$ cat config.mk
export PLATFORM = sky130hd
export DESIGN_NAME = uart_receiver
export DESIGN_NICKNAME = d
export VERILOG_FILES = /design/src/rtl/uart_pkg.sv /design/src/rtl/uart_rx_sync.sv /design/src/rtl/uart_receiver.sv
export SDC_FILE = /design/constraint.sdc
export NUM_CORES = 1
export LEC_CHECK = 0
export ABC_AREA = 0
export CORE_MARGIN = 4
export CORE_UTILIZATION = 55
export DETAILED_ROUTE_END_ITERATION = 16
export GPL_TIMING_DRIVEN = 0
export PLACE_DENSITY_LB_ADDON = 0.1
export SYNTH_ARGS = -nofsm -noshare
export SYNTH_HDL_FRONTEND = slang
export SYNTH_SLANG_ARGS = --single-unit
$ cat constraint.sdc
create_clock -name clk -period 3.65 [get_ports clk]
set_clock_uncertainty 0.05 [all_clocks]
set_input_delay 0.5475 -clock clk [delete_from_list [all_inputs] [get_ports clk]]
set_output_delay 0.5475 -clock clk [all_outputs]
set_load 0.03 [all_outputs]
$ cat src/rtl/uart_pkg.sv
// Definitions shared by the 8N1 UART transmitter and receiver: default bit
// period, frame width and the receiver state encoding.
package uart_pkg;

  localparam int unsigned UART_CYCLES_PER_SAMPLE = 21812;
  localparam int unsigned UART_DATA_BITS         = 8;

  typedef enum logic [2:0] {
    IDLE,
    START,
    DATA,
    STOP,
    WAIT_HIGH
  } RxState;

  // Terminal value of the 24-bit bit-period counter for a given cycle count.
  function automatic logic [23:0] cnt_last(input int unsigned cycles);
    return 24'(cycles - 1);
  endfunction

endpackage

$ cat src/rtl/uart_rx_sync.sv
// Two-flop synchroniser for the asynchronous serial line. Both flops reset
// to 1 so that reset looks like an idle line.
module uart_rx_sync (
  input  logic clk,
  input  logic i_reset,
  input  logic i_rx,
  output logic o_rx_s
);

  logic meta_q;
  logic sync_q;

  always_ff @(posedge clk or posedge i_reset) begin
    if (i_reset) begin
      meta_q <= 1'b1;
      sync_q <= 1'b1;
    end else begin
      meta_q <= i_rx;
      sync_q <= meta_q;
    end
  end

  assign o_rx_s = sync_q;

endmodule

$ cat src/rtl/uart_receiver.sv
// 8N1 UART receive end: synchronises the line, samples each bit at mid-period
// and reports every byte as a one-cycle o_valid pulse, or flags a framing error.
module uart_receiver
  import uart_pkg::*;
#(
  parameter int unsigned CYCLES_PER_SAMPLE = UART_CYCLES_PER_SAMPLE,
  parameter int unsigned HALF_SAMPLE       = CYCLES_PER_SAMPLE / 2
) (
  input  logic       clk,
  input  logic       i_reset,
  input  logic       i_rx,
  output logic [0:7] o_data,
  output logic       o_valid,
  output logic       o_frame_error,
  output logic       o_busy,
  output RxState     o_state
);

  localparam logic [23:0] HALF_LAST    = cnt_last(HALF_SAMPLE);
  localparam logic [23:0] BIT_LAST     = cnt_last(CYCLES_PER_SAMPLE);
  localparam logic [3:0]  LAST_BIT_IDX = 4'(UART_DATA_BITS - 1);

  logic       rx_s;
  RxState     state_q;
  logic [23:0] cnt_q;
  logic [3:0]  bit_idx_q;
  logic [7:0]  shift_q;
  logic [7:0]  data_q;
  logic        valid_q;
  logic        ferr_q;

  uart_rx_sync u_sync (
    .clk    (clk),
    .i_reset(i_reset),
    .i_rx   (i_rx),
    .o_rx_s (rx_s)
  );

  always_ff @(posedge clk or posedge i_reset) begin
    if (i_reset) begin
      state_q   <= IDLE;
      cnt_q     <= '0;
      bit_idx_q <= '0;
      shift_q   <= '0;
      data_q    <= '0;
      valid_q   <= 1'b0;
      ferr_q    <= 1'b0;
    end else begin
      valid_q <= 1'b0;
      ferr_q  <= 1'b0;
      case (state_q)
        IDLE: begin
          if (!rx_s) begin
            state_q <= START;
            cnt_q   <= '0;
          end
        end
        START: begin
          // A start bit that is high again at mid-period was a glitch.
          if (cnt_q == HALF_LAST) begin
            cnt_q <= '0;
            if (!rx_s) begin
              state_q   <= DATA;
              bit_idx_q <= '0;
            end else begin
              state_q <= IDLE;
            end
          end else begin
            cnt_q <= cnt_q + 24'd1;
          end
        end
        DATA: begin
          if (cnt_q == BIT_LAST) begin
            cnt_q                   <= '0;
            shift_q[bit_idx_q[2:0]] <= rx_s;
            bit_idx_q               <= bit_idx_q + 4'd1;
            if (bit_idx_q == LAST_BIT_IDX) begin
              state_q <= STOP;
            end
          end else begin
            cnt_q <= cnt_q + 24'd1;
          end
        end
        STOP: begin
          // Leaving at mid-stop-bit keeps half a bit of margin for a
          // back-to-back start edge.
          if (cnt_q == BIT_LAST) begin
            cnt_q <= '0;
            if (rx_s) begin
              data_q  <= shift_q;
              valid_q <= 1'b1;
              state_q <= IDLE;
            end else begin
              ferr_q  <= 1'b1;
              state_q <= WAIT_HIGH;
            end
          end else begin
            cnt_q <= cnt_q + 24'd1;
          end
        end
        WAIT_HIGH: begin
          if (rx_s) begin
            state_q <= IDLE;
          end
        end
        default: begin
          state_q <= IDLE;
        end
      endcase
    end
  end

  // The first bit on the wire is data_q[0], which lands in o_data[7].
  assign o_data        = data_q;
  assign o_valid       = valid_q;
  assign o_frame_error = ferr_q;
  assign o_busy        = (state_q != IDLE);
  assign o_state       = state_q;

endmodule
-- After elaboration in Yosys (flattened, before gate mapping)
Cells that the tools add are included.
- ROM bits: 0
- flip-flop bits (word level): 51
- bits in writable memories: 0
- output and inout port bits: 14
- bits in latches: 0
- word-level logic and storage cells: 64
- memories kept: 0
- divide/modulo/power cells: 0
- multiply operators: 0
- equality and inequality tests: 14
- add/sub/neg operators: 2
- magnitude comparators: 2
- shift operators: 0
- reduce and logical (&&, ||, !) cells: 11
- bitwise gates (word level): 0
- multiplexer cells: 26
- operator list (cell ; number):
    24-bit 2-to-1 mux ; 3
    24-bit case mux with 3 select lines ; 1
    24-bit by 1-bit adder with 24-bit output, second input constant ; 1
    24-bit by 14-bit == test with 1-bit output, second input constant ; 1
    24-bit by 15-bit == test with 1-bit output, second input constant ; 1
    3-bit 2-to-1 mux ; 7
    3-bit case mux with 5 select lines ; 1
    4-bit 2-to-1 mux ; 3
    2-bit inequality test, second input constant ; 6
    8-bit bitwise mux ; 1
    4-bit case mux with 2 select lines ; 1
    1-bit 2-to-1 mux ; 7
    3-bit by 2-bit == test with 1-bit output, second input constant ; 2
    6-bit AND reduction ; 1
    3-bit nonzero test ; 2
    4-bit by 1-bit adder with 4-bit output, second input constant ; 1
    4-bit by 3-bit == test with 1-bit output, second input constant ; 1
    3-bit by 4-bit < comparator with 1-bit output, second input constant ; 1
    2-bit AND reduction ; 2
    4-bit AND reduction ; 1
    1-bit demux with 3-bit select ; 1
    3-bit by 1-bit == test with 1-bit output, second input constant ; 1
    3-bit == test, second input constant ; 1
    3-bit by 1-bit >= comparator with 1-bit output, second input constant ; 1
    other kinds (7) ; 7

-- Longest topological paths before layout
Gate-level depths: netlist of the first run.
- depth after elaboration: 5
- depth in mapped cells: 8

-- Modules after synthesis
From an unflattened synthesis of the first run, not the netlist that was laid out.
- cell total of the unflattened synthesis: 315
- area total of the unflattened synthesis: 2969.1 um^2
- modules (own cells, without submodules) (module ; cells an instance ; instances ; seq. area each (um^2) ; area an instance (um^2)):
    uart_receiver ; 312 ; 1 ; 1226.2 ; 2912.8
    uart_rx_sync ; 3 ; 1 ; 52.6 ; 56.3

-- Worst setup path before layout of the first run
No wires, ideal clock.
- kind: register to register
- from: register state_q[0], in the netlist o_state[0]
- to: register bit_idx_q[0]
- slack: 1.427 ns
- required time: 3.481 ns
- data arrival time: 2.054 ns
- stages on the path, launching flop included: 6
- cells stage by stage: dfrtp_1 -> buf_4 -> or4b_2 -> nor4_2 -> o21ai_0 -> a21o_2
- word-level cells in the longest chain between the ends: 3
- ends and longest elaborated chain (element ; RTL line ; text):
    start: declaration ; uart_receiver.sv:24 ; RxState state_q;
    start signal: assignment ; uart_receiver.sv:41 ; state_q <= IDLE;
    start signal: assignment ; uart_receiver.sv:54 ; state_q <= START;
    start signal: assignment ; uart_receiver.sv:63 ; state_q <= DATA;
    3-bit by 1-bit == test with 1-bit output or 3-bit by 2-bit == test with 1-bit output (tied branches) ; uart_receiver.sv:51 ; case (state_q)
    2-bit inequality test (no line) or 2-bit nonzero test (tied branches) ; - ;
    4-bit AND reduction (no line) ; - ;
    end signal: assignment ; uart_receiver.sv:76 ; bit_idx_q <= bit_idx_q + 4'd1;
    end: declaration ; uart_receiver.sv:26 ; logic [3:0] bit_idx_q;
Parallel ways exist; a longest one is shown, timed or not.
A chain may end at the register's enable or synchronous reset.

-- Worst setup path after layout of the first run
- from: register state_q[2], in the netlist o_state[2]
- to: output o_busy
- word-level cells in the longest chain between the ends: 1
- ends and longest elaborated chain (element ; RTL line ; text):
    3-bit nonzero test ; uart_receiver.sv:117 ; assign o_busy = (state_q != IDLE);
    end: declaration ; uart_receiver.sv:15 ; output logic o_busy,
No other way between the ends.

==> results.txt, run 1 <==
----------------------------------------------------
[Synth]
  Proportion of netlist area held by the largest area contributor ... 0.459
  Leading post-synthesis cells by cell area ... dfrtp_1 46%, xor2_1 5.6%, nor2_1 4.4%, mux2_1 3.4%, mux2_2 3.0%
  Primary flip-flop cell chosen by synthesis mapping ... dfrtp_1
  Cell type with the highest aggregate area in the netlist ... dfrtp_1
  Warnings, synthesis ... 0
  Cells after synthesis ... 258
  Mean post-synth cell area ... 10.3 um^2
  Number of unique standard cell types used by synthesis ... 50
  Number of enable flip-flop cells after synthesis ... 0
  Combined area of all synthesized cells ... 2670 um^2
  Number of flip-flops and latches in the synthesized netlist ... 51
  Part of the Yosys area used for sequential elements ... 0.479
  Mapped Nets ... 264
  Fraction of synthesis flops using an asynchronous set or reset pin ... 1.00

[Timing]
  Final Hold Fails ... 0
  Ratio of final minimum period to clock period ... 0.702
  Fin crit period ... 2.56 ns
  Slew at the pin with the worst max-slew slack ... 0.989 ns
  Number of slew-limit violations in the final report ... 0
  Worst hold slack across all endpoints ... 0.314 ns
  Unrepaired setup endpoints after global routing ... false
  Setup violations, final ... 0
  Total Negative Setup Slacks ... 0 ns
  Headroom to the max-slew limit ... 0.335
  Max frequency ... 390 MHz

[Clock tree]
  # resized after CTS ... 0
  Number of buffers added by the clock tree synthesis step ... 5
  Clock H-tree levels ... 2
  Clock Latency Late Sink ... 0.31 ns
  TritonCTS clock tree ... done
  Post-CTS clock slew at the launch and capture registers of the worst setup and hold paths ... 0.10 ns
  Setup repair bufs after CTS ... 0
  TritonCTS Sinks ... 51
  Root Buffer ... clkbuf_8
  Bufs on Longest Clock Path ... 2
  Post-cts hold buffer count ... 0

[Critical path]
  Crit path DAT ... 1.97 ns
  Slack of the worst reg-to-reg path ... 1.25 ns
  Maximum fanout along the worst path ... 10
  Cell-by-cell trace of the critical path ... clkbuf_1, or3_1, clkdlybuf4s50_1
  RR Startpoint ... cnt_q[0]$_DFFE_PP0P_
  CP max stage delay ... 0.59 ns
  FF-to-FF path depth ... 5
  Critical path buffers and inverters ... 2
  Family with the most delay on the worst path ... buffers and inverters
  Crit start category ... flip-flop
  Slowest CP cell ... clkdlybuf4s50_1
  Start-to-end type of the worst setup path ... reg -> out
  CP endpoint kind ... output pin
  Reg-to-reg critical path endpoint ... o_data[0]$_DFFE_PP0P_
  Required time reported for the critical path endpoint ... 3.05 ns

[Floorplanning]
  Number of core rows ... 25
  Height of the die ... 77.7 um
  I/O pin cnt ... 17
  Overall die width ... 77.7 um
  Floorplan die area ... 6030 um^2
  Core Footprint ... 4720 um^2
  Initial core utilization ... 0.565

[Drt]
  Initial drt markers ... 65
  Post-DR wirelength/cell ... 15.1 um
  Avg Vias per Cell ... 5.74
  Number of remaining DRC errors ... 0
  Routed wire length ... 5300 um
  Antenna-violating nets left ... 0
  Number of iterations in the first detailed-routing pass ... 4
  Detailed-route via count ... 2010

[Power and ir drop]
  Cell Pwr Density ... 305 nW/um^2
  Max IR drop VDD ... 190 uV
  Final total power ... 923 uW
  Leakage component of the power ... 1.32 nW

[Placed design]
  Port Buf Inserts ... 16
  Routability congestion estimate ... 0.792
  Placed cell areas ... 2930 um^2
  Final HPWL from detailed placement ... 3760 um

[Cells and area]
  Synthesis-to-finish area growth ... 13.4%
  Commonest non-fill, non-tap cell in the layout ... dfrtp_1
  Commonest cells after routing, fill and taps aside ... 49 x dfrtp_1, 31 x nor2_1, 17 x xor2_1
  Total Nets Final ... 288
  Number of inserted diodes ... 0
  Final std cell area, no fill ... 3030 um^2
  Post-route core utilization ... 0.641
  Proportion of layout cells with a drive suffix above 1 ... 0.145

[GRT]
  Pin count of the biggest net entering global routing ... 29
  Combined global-route utilization of all metal layers ... 0.194
  Total global routing overflow ... 0
  Initial antenna violation count ... 0
  First-pass GRT wire length ... 9420 um
  Number of global-route vias before repair ... 1969

[Hold path]
  Classification of the worst-slack hold path ... reg -> reg
  Hold path start ... u_sync.meta_q$_DFF_PP1_
  Worst hold path stage count ... 0
  WHS Endpoint ... u_sync.o_rx_s$_DFF_PP1_

[Job]
  Reported max-cap violation count ... 0

[Status]
  Result of the run ... complete, no violations

----------------------------------------------------
## cells in the mapped netlist, drive strengths merged (2+ instances only)
| cell type | n |
|---|---|
| nand4b | 2 |
| xor2 | 17 |
| o211ai | 6 |
| o21ai | 11 |
| nand4bb | 2 |
| nor2 | 31 |
| nor3 | 10 |
| dfrtp | 49 |
| nand2 | 16 |
| mux2 | 15 |
| nor2b | 2 |
| dfstp | 2 |
| nand3b | 2 |
| nand4 | 10 |
| o22ai | 2 |
| and3 | 7 |
| nor4 | 7 |
| buf | 9 |
| and4 | 3 |
| o31ai | 2 |
| nand2b | 2 |
| inv | 5 |
| or4b | 2 |
| or4bb | 3 |
| nand3 | 13 |
| a21oi | 5 |
| clkbuf | 6 |
| ha | 3 |
| nor3b | 3 |
## final cells by class
type                       count  area, um^2
fill                         403        1700
multi-input combinational    187        1300
sequential                    51        1280
timing repair buffer          17         180
tap                           67        83.8
buffer                        15        75.1
clock buffer                   5        68.8
clock inverter                 3        25.0
inverter                       5        18.8
## cell families (layout without fill, tap and decap cells)
kind of cell	Yosys count	count (layout)	share of synthesized area
mux	15	15	0.0633
xor+xnor	18	18	0.0590
simple gates	120	120	0.276
flops	51	51	0.479
compound gates	31	31	0.0736
buf+inv	20	45	0.0351
fa+ha+maj	3	3	0.0141
## worst register-to-register path, cell delays in order (launching register included)
cell and delay [ns]:
dfrtp_1 0.44, ha_1 0.29, or4bb_1 0.58, nor4_4 0.30, nand4_4 0.24, mux2_1 0.38
## routing by layer
metal,track usage,vias up,routed length (um)
met5,0,-,0
met4,0.0534,0,65
met3,0.0360,7,207
met2,0.299,36,2380
met1,0.281,996,2650
li1,-,971,-
## worst max path at each step
stage | from | endpoint | depth (start not counted)
after floorplan | o_state[0]$_DFFE_PP0P_ | bit_idx_q[0]$_DFFE_PP0P_ | 5
after global placement | i_reset | cnt_q[0]$_DFFE_PP0P_ | 2
after detailed placement | cnt_q[0]$_DFFE_PP0P_ | o_data[0]$_DFFE_PP0P_ | 5
after CTS | o_state[2]$_DFFE_PP0P_ | o_busy | 3
after global routing | o_state[2]$_DFFE_PP0P_ | o_busy | 3
final | o_state[2]$_DFFE_PP0P_ | o_busy | 3
## flip-flops by register name, indices dropped and copies added (netlist names)
name and cells:
o_frame_error 1, u_sync.meta_q 1, u_sync.o_rx_s 1, o_data 8, cnt_q 24, bit_idx_q 4
shift_q 8, o_state 3, o_valid 1
## report_power, final
part | leakage (nW) | switching (mW) | internal, mW
combinational | 0.586 | 0.0139 | 0.00539
sequential | 0.691 | 0.00135 | 0.567
clock | 0.0443 | 0.198 | 0.137
## per-stage QoR
stage / cells / setup WS [ns]
floorplan: 258 / 1.43
global placement: 341 / 0.852
detailed placement: 342 / 1.27
CTS: 350 / 1.08
global route: 350 / 1.02
finish: 350 / 1.09
No activity file was read; power rests on OpenSTA's default activity.
==> run 2, diff against run 1 <==
==> constraint.sdc (replaced) <==
create_clock -name clk -period 2.5 [get_ports clk]
set_clock_uncertainty 0.05 [all_clocks]
set_input_delay 0.375 -clock clk [delete_from_list [all_inputs] [get_ports clk]]
set_output_delay 0.375 -clock clk [all_outputs]
set_load 0.03 [all_outputs]
==> run 2 against run 1 <==
Critical path type unchanged; design area increased by 1.4%; largest power group unchanged; sequential power up 46%; critical path depth unchanged; register-to-register slack worse by 1.1 ns; via count is the same; cell count rose by 0.57%; first-iteration DRC count grew 46%.
==> results.txt, run 2 (synthesis results as in run 1) <==
----------------------------------------------------
[Status]
  Result of the run ... complete, no violations (unchanged)

[Placed design]
  Final HPWL from detailed placement ... 3760 um (unchanged)
  Routability congestion estimate ... 0.792 (unchanged)
  Port Buf Inserts ... 16 (unchanged)

[Timing]
  Unrepaired setup endpoints after global routing ... true (was false)
  Total Negative Setup Slacks ... 0 ns (unchanged)
  Final Hold Fails ... 0 (unchanged)
  Worst hold slack across all endpoints ... 0.314 ns (about the same)
  Fin crit period ... 2.40 ns
  Slew at the pin with the worst max-slew slack ... 0.959 ns (was 0.989 ns)
  Headroom to the max-slew limit ... 0.356 (was 0.335)
  Number of slew-limit violations in the final report ... 0 (unchanged)
  Ratio of final minimum period to clock period ... 0.960
  Max frequency ... 417 MHz
  Setup violations, final ... 0 (unchanged)

[GRT]
  Pin count of the biggest net entering global routing ... 29 (unchanged)
  First-pass GRT wire length ... 9420 um (unchanged)
  Initial antenna violation count ... 0 (unchanged)
  Number of global-route vias before repair ... 1969 (unchanged)
  Combined global-route utilization of all metal layers ... 0.194 (unchanged)
  Total global routing overflow ... 0 (unchanged)

[Drt]
  Routed wire length ... 5310 um (was 5300 um)
  Post-DR wirelength/cell ... 15.1 um (about the same)
  Antenna-violating nets left ... 0 (unchanged)
  Detailed-route via count ... 2010 (unchanged)
  Initial drt markers ... 95 (was 65)
  Avg Vias per Cell ... 5.71 (was 5.74)
  Number of remaining DRC errors ... 0 (unchanged)
  Number of iterations in the first detailed-routing pass ... 4 (unchanged)

[Critical path]
  Crit start category ... flip-flop (unchanged)
  Maximum fanout along the worst path ... 10 (unchanged)
  Crit path DAT ... 1.98 ns (was 1.97 ns)
  CP endpoint kind ... output pin (unchanged)
  CP max stage delay ... 0.59 ns (about the same)
  Cell-by-cell trace of the critical path ... clkbuf_1, or3_1, clkdlybuf4s50_1 (unchanged)
  Required time reported for the critical path endpoint ... 2.08 ns (was 3.05 ns)
  Slowest CP cell ... clkdlybuf4s50_1 (unchanged)
  Start-to-end type of the worst setup path ... reg -> out (unchanged)
  Critical Path Source ... o_state[2]$_DFFE_PP0P_ (unchanged)
  RR Startpoint ... cnt_q[0]$_DFFE_PP0P_ (unchanged)

[Hold path]
  Hold path start ... u_sync.meta_q$_DFF_PP1_ (unchanged)
  Classification of the worst-slack hold path ... reg -> reg (unchanged)

[Clock tree]
  Post-CTS clock slew at the launch and capture registers of the worst setup and hold paths ... 0.10 ns (about the same)
  TritonCTS Sinks ... 51 (unchanged)
  Root Buffer ... clkbuf_8 (unchanged)
  Bufs on Longest Clock Path ... 2 (unchanged)
  Clock Latency Late Sink ... 0.31 ns (about the same)
  TritonCTS clock tree ... done (unchanged)
  Number of buffers added by the clock tree synthesis step ... 5 (unchanged)
  Clock H-tree levels ... 2 (unchanged)
  Post-cts hold buffer count ... 0 (unchanged)

[Floorplanning]
  Overall die width ... 77.7 um (unchanged)
  Height of the die ... 77.7 um (unchanged)
  Floorplan die area ... 6030 um^2 (unchanged)
  I/O pin cnt ... 17 (unchanged)
  Initial core utilization ... 0.565 (unchanged)
  Number of core rows ... 25 (unchanged)
  Core Footprint ... 4720 um^2 (unchanged)

[Cells and area]
  Proportion of layout cells with a drive suffix above 1 ... 0.168 (was 0.145)
  Sequential cell area in the final layout ... 1280 um^2 (unchanged)
  Number of inserted diodes ... 0 (unchanged)
  Commonest non-fill, non-tap cell in the layout ... dfrtp_1 (unchanged)
  Max FFs per register ... 24 (unchanged)
  Total Nets Final ... 290 (was 288)
  Combined area of the multi-input logic cells ... 1320 um^2 (was 1300 um^2)
  Number of inserted filler cells in the final layout ... 398 (was 403)
  Commonest cells after routing, fill and taps aside ... 49 x dfrtp_1, 31 x nor2_1, 17 x xor2_1 (unchanged)
  Synthesis-to-finish area growth ... 14.9% (was 13.4%)
  Top reg by flops ... cnt_q (unchanged)

[Power and ir drop]
  Leakage component of the power ... 1.34 nW (was 1.32 nW)
  Cell Pwr Density ... 438 nW/um^2 (was 305 nW/um^2)
  Max IR drop VDD ... 278 uV (was 190 uV)

[Job]
  Reported max-cap violation count ... 0 (unchanged)

----------------------------------------------------
[run 2: cell types whose count changed in the layout (fill, tap and decap cells not counted)]
cell | previous run | this run
ha_2 | 0 | 1
buf_4 | 3 | 5
nor4_1 | 4 | 1
nor3_2 | 1 | 2
nor3_1 | 8 | 7
ha_1 | 3 | 2
nor4_2 | 2 | 5
[run 2: layout make-up]
class	instances	share of cell area
Buffer	15	0.0245
Clock buffer	5	0.0224
Clock inverter	3	0.00815
Inverter	5	0.00611
Multi-Input combinational cell	187	0.431
Sequential cell	51	0.417
Tap cell	67	0.0273
Timing Repair Buffer	19	0.0636
[run 2: per-stage QoR]
step	worst slack, ns	area, um^2	power [mW]	utilization	instances
after floorplan	0.277	2670	0.861	-	258
after detailed placement	0.117	2930	0.875	0.621	342
after CTS	0.0994	3030	1.36	0.641	350
after global placement	-0.126	2910	0.871	0.617	341
after global routing	-0.0293	3070	1.40	0.650	352
final	0.0993	3070	1.34	0.650	352
[run 2: final timing paths]
check	to	slack (ns)	cells past startpoint
setup / recovery	o_busy	0.1	3
hold / removal	u_sync.o_rx_s$_DFF_PP1_	0.31	0
setup reg to reg	o_data[0]$_DFFE_PP0P_	0.12	5
hold reg to reg	u_sync.o_rx_s$_DFF_PP1_	0.31	0
max in group asynchronous	u_sync.meta_q$_DFF_PP1_	1.44	3
min in group asynchronous	shift_q[6]$_DFFE_PP0P_	0.36	2
[run 2: timing repair]
action / in CTS / in global routing
buffers inserted: 0 / 2
gates resized for setup: 0 / 5
endpoints found under the setup margin: 0 / 26
[run 2: critical path, delay by kind of cell, from the launching register on]
family	cells	cell delay [ns]
buffers and inverters	2	0.83
DFF	1	0.42
and+or+nand+nor	1	0.41
[run 2: layer usage]
metal,routed length [um],global-route usage,up-vias
met5,0,0,-
met4,63,0.0534,0
met3,198,0.0360,8
met2,2430,0.299,30
met1,2610,0.281,994
li1,-,-,978
[run 2: power breakdown]
| group | switching, mW | leakage [nW] | internal, mW |
|---|---|---|---|
| clock | 0.287 | 0.0443 | 0.200 |
| sequential | 0.00189 | 0.691 | 0.827 |
| combinational | 0.0203 | 0.602 | 0.00787 |
| total | 0.309 | 1.34 | 1.04 |
